<file path="config.mk">
export PLATFORM = sky130hd
export DESIGN_NAME = usb_bit_stuffer
export DESIGN_NICKNAME = d
export VERILOG_FILES = /design/src/rtl/usb_bit_stuffer.sv
export SDC_FILE = /design/constraint.sdc
export NUM_CORES = 1
export LEC_CHECK = 0
export BUFFER_PORTS_ARGS = -buffer_cell sky130_fd_sc_hd__buf_4
export CAP_MARGIN = 10
export CORE_ASPECT_RATIO = 1.4
export CORE_MARGIN = 4
export CORE_UTILIZATION = 45
export DETAILED_ROUTE_END_ITERATION = 12
export PLACE_DENSITY = 0.73
export SETUP_SLACK_MARGIN = 0.15
export SLEW_MARGIN = 30
export SYNTH_ARGS = -nofsm -noshare
export SYNTH_HDL_FRONTEND = slang
export SYNTH_SLANG_ARGS = --single-unit
</file>
<file path="constraint.sdc">
create_clock -name clock -period 2.1 [get_ports clock]
set_input_delay 0.105 -clock clock [delete_from_list [all_inputs] [get_ports clock]]
set_output_delay 0.105 -clock clock [all_outputs]
set_load 0.05 [all_outputs]
</file>
<file path="src/rtl/usb_bit_stuffer.sv">
// USB transmit bit stuffer: inserts a 0 after every STUFF_LEN consecutive 1s.
// Optional macro BS_TAIL_STUFF_EN: also stuff after a run completed by the packet's last bit.
module usb_bit_stuffer #(
    parameter int STUFF_LEN = 6,
    parameter int CNT_W     = 8
) (
    input  logic             clock,
    input  logic             reset,
    input  logic             in_bit,
    input  logic             in_valid,
    input  logic             in_last,
    output logic             bs_ready,
    output logic             out_bit,
    output logic             out_valid,
    output logic             out_last,
    output logic [CNT_W-1:0] stuff_count
);

    localparam int                ONES_W  = $clog2(STUFF_LEN + 1);
    localparam logic [ONES_W-1:0] RUN_END = ONES_W'(STUFF_LEN - 1);
    localparam logic [ONES_W-1:0] ONE     = ONES_W'(1);
    localparam logic [CNT_W-1:0]  CNT_MAX = '1;

    typedef enum logic [1:0] {
        IDLE  = 2'd0,
        XMIT  = 2'd1,
        STUFF = 2'd2
    } state_t;

    state_t            state_reg;
    logic [ONES_W-1:0] ones_cnt_reg;
    logic              tail_reg;
    logic              out_bit_reg;
    logic              out_valid_reg;
    logic              out_last_reg;
    logic [CNT_W-1:0]  stuff_count_reg;

    logic accept;
    logic run_done;
    logic stuff_now;

    assign bs_ready = (state_reg != STUFF);
    assign accept   = in_valid && bs_ready;
    assign run_done = in_bit && (ones_cnt_reg == RUN_END);

    // Whether the packet's final bit may still trigger an inserted 0.
`ifdef BS_TAIL_STUFF_EN
    assign stuff_now = run_done;
`else
    assign stuff_now = run_done && !in_last;
`endif

    always_ff @(posedge clock) begin
        if (reset) begin
            state_reg       <= IDLE;
            ones_cnt_reg    <= '0;
            tail_reg        <= 1'b0;
            out_bit_reg     <= 1'b0;
            out_valid_reg   <= 1'b0;
            out_last_reg    <= 1'b0;
            stuff_count_reg <= '0;
        end else begin
            out_bit_reg   <= 1'b0;
            out_valid_reg <= 1'b0;
            out_last_reg  <= 1'b0;
            case (state_reg)
                IDLE, XMIT: begin
                    if (accept) begin
                        out_bit_reg   <= in_bit;
                        out_valid_reg <= 1'b1;
                        if (state_reg == IDLE) begin
                            stuff_count_reg <= '0;
                        end
                        if (stuff_now) begin
                            // out_last moves onto the inserted 0 when the tail bit stuffs
                            state_reg    <= STUFF;
                            tail_reg     <= in_last;
                            ones_cnt_reg <= ones_cnt_reg + ONE;
                        end else if (in_last) begin
                            out_last_reg <= 1'b1;
                            state_reg    <= IDLE;
                            ones_cnt_reg <= '0;
                        end else begin
                            state_reg    <= XMIT;
                            ones_cnt_reg <= in_bit ? (ones_cnt_reg + ONE) : '0;
                        end
                    end
                end
                STUFF: begin
                    out_bit_reg   <= 1'b0;
                    out_valid_reg <= 1'b1;
                    out_last_reg  <= tail_reg;
                    ones_cnt_reg  <= '0;
                    tail_reg      <= 1'b0;
                    state_reg     <= tail_reg ? IDLE : XMIT;
                    if (stuff_count_reg != CNT_MAX) begin
                        stuff_count_reg <= stuff_count_reg + CNT_W'(1);
                    end
                end
                default: begin
                    state_reg    <= IDLE;
                    ones_cnt_reg <= '0;
                    tail_reg     <= 1'b0;
                end
            endcase
        end
    end

    assign out_bit     = out_bit_reg;
    assign out_valid   = out_valid_reg;
    assign out_last    = out_last_reg;
    assign stuff_count = stuff_count_reg;

endmodule
</file>
==> results.py <==
metrics = {
    "drt": {
        "drt_iter0_markers": 24,
        "drc": 0,
        "viasPerCell": 5.96,
        "wl_per_cell_um": 14.2,
        "dr.pass1.iters": 6,
        "vias": 769,
        "ant_nets": 0,
        "wirelength_um": 1830,
    },
    "global_routing": {
        "grt_pass1_wl_um": 3060,
        "antenna_found_initial": 0,
        "grt.total_usage_pct": 15.5,
        "grt_pass1_vias": 712,
        "grt_max_degree": 16,
        "gr-total-overflow": 0,
    },
    "cells_and_area": {
        "drive_above_1_share_pct": 22.0,
        "nets": 118,
        "layout.cells.non_filler": 129,
        "antennaDiodeCount": 0,
        "areaGrowthSynthToFinish_pct": 16.6,
        "final_common_cell": "dfxtp_1",
        "final_cell_mix": "dfxtp_1 (17), buf_4 (16), a21oi_1 (7), nor2_1 (6), nand3_1 (5)",
        "largest_reg_flops": 8,
        "final_area_um2": 993,
    },
    "synth": {
        "synth_ff_type": "dfxtp_1",
        "synth_top_area_share_pct": 39.9,
        "synth_top_cell_by_area": "dfxtp_1",
        "synth_fp_nets": 101,
        "ys_warn_count": 0,
        "syn_inst": 93,
        "async_flop_share_pct": 0,
        "syn-cell-area_um2": 852,
        "syn_avg_cell_area_um2": 9.16,
        "ys_ff_latch": 17,
        "synth_edf_count": 0,
        "yosysUniqueCellTypes": 38,
        "synth_area_leaders": "dfxtp_1 (40%), ha_1 (4.4%), a21oi_1 (4.1%)",
        "ys_seq_area_share_pct": 39.9,
    },
    "sta": {
        "tightest_slew_ns": 0.359,
        "fin_worst_skew_ns": 0.00240,
        "finalSetupViolations": 0,
        "relSlewSlack_pct": 75.8,
        "min_period_ns": 1.63,
        "drv_slew": 0,
        "tns_ns": 0,
        "fmax_mhz": 615,
        "hold_viol": 0,
        "min_period_over_period_pct": 77.4,
        "rsz0062_at_grt": "false",
    },
    "floorplan": {
        "die_h_um": 59.5,
        "start_util_pct": 47.9,
        "die_w_um": 44.8,
        "ios": 17,
        "rows": 18,
        "dieArea_um2": 2660,
        "core_um2": 1780,
    },
    "clock_network": {
        "clkTransAtPathRegs_ns": 0.10,
        "clkSinkCount": 17,
        "numCtsBuffers": 3,
        "hold_buffers": 0,
        "cts_resized": 0,
        "clockBufferDepth": 2,
        "htreeDepth": 1,
        "cts_root_buf": "clkbuf_4",
        "post_cts_buffers": 0,
        "tritoncts": "yes",
        "insertion_delay_ns": 0.30,
    },
    "min_path": {
        "hp-class": "in2reg",
        "whs_endpoint": "out_bit",
        "holdPathStages": 2,
        "min_from": "in_bit",
    },
    "pwr": {
        "p_total_mw": 0.567,
        "irDropWorstVdd_mv": 0.423,
        "p_per_area_nw_per_um2": 570,
        "p_leak_nw": 0.396,
    },
    "setup_path": {
        "worstPathMaxFanout": 11,
        "required_ns": 2.00,
        "crit_arrival_ns": 1.52,
        "critPathLaunchType": "register",
        "rr_endpoint": "stuff_count[2]",
        "rrSetupSlack_ns": 0.55,
        "r2r_cells": 4,
        "crit_path_end_kind": "output pin",
        "critPathKind": "reg2out",
        "worstReg2RegStart": "state_reg[1]",
    },
    "outcome": {
        "status": "completed",
    },
    "placed_design": {
        "port_buffers": 16,
        "globalplace.congestion": 0.761,
        "place_inst": 125,
        "hpwl_um": 1240,
        "placed_area_um2": 966,
    },
    "flow_run": {
        "cap_viol_max_count": 0,
    },
}
## where the power goes
group | total, mW | internal (mW) | switching [mW]
sequential | 0.333 | 0.328 | 0.00449
clock | 0.181 | 0.0711 | 0.110
combinational | 0.0534 | 0.0209 | 0.0325
## Yosys cell counts, types with 2 or more instances
cell	instances
dfxtp_1	17
a21oi_1	7
nor2_1	6
nand3_1	5
inv_1	4
nand2b_1	4
a311oi_1	3
and3_1	3
ha_1	3
nand4_1	3
o21ai_0	3
a211oi_1	2
a31oi_1	2
a41oi_1	2
and4_1	2
buf_6	2
mux2i_1	2
nand2_1	2
or3_1	2
## routing by layer
metal | vias to the layer above | GRT usage [%] | wire length [um]
met1 | 360 | 19.0 | 827
met2 | 20 | 24.4 | 862
met4 | 0 | 10.0 | 49
met3 | 5 | 2.74 | 92
met5 | - | 0 | 0
li1 | 384 | - | -
## final cells by class
cell class	instances	area, um2
multi-input cells	67	462
clock buffers	3	22.5
well taps	20	25.0
flip-flops and latches	17	340
clock inverters	1	5.00
inverters	5	18.8
fillers	181	786
repair buffers	16	120
## metrics by stage
| stage | hold WS (ns) | util, % | setup slack [ns] |
|---|---|---|---|
| 4_1_cts | 0.0418 | 55.8 | 0.480 |
| 3_5_place_dp | 0.356 | 54.3 | 0.572 |
| 5_1_grt | 0.0542 | 55.8 | 0.352 |
| 2_1_floorplan | 0.251 | - | 0.419 |
| 3_3_place_gp | 0.350 | 54.3 | 0.645 |
| 6_report | 0.0446 | 55.8 | 0.475 |
## cells by family after synthesis
group | share of synthesized area [%]
AOI/OAI and AO/OA | 24.2
adders and majority gates | 4.41
buffers and inverters | 5.87
DFF | 39.9
muxes | 2.35
and+or+nand+nor | 23.2
## worst max-delay path by stage
stage | startpoint | endpoint | slack, ns | cells after the start
2_1_floorplan | stuff_count[0] | stuff_count[3] | 0.42 | 4
3_3_place_gp | state_reg[1] | stuff_count[7] | 0.64 | 4
3_5_place_dp | state_reg[1] | stuff_count[2] | 0.57 | 4
4_1_cts | state_reg[1] | bs_ready | 0.48 | 3
5_1_grt | state_reg[1] | bs_ready | 0.35 | 3
6_report | state_reg[1] | bs_ready | 0.47 | 3
## critical path, cell delays in order (launching register included)
cell and delay, ns:
dfxtp_1 0.51, nor2b_4 0.34, inv_2 0.15, buf_4 0.22
No activity file was read; power rests on OpenSTA's default activity.
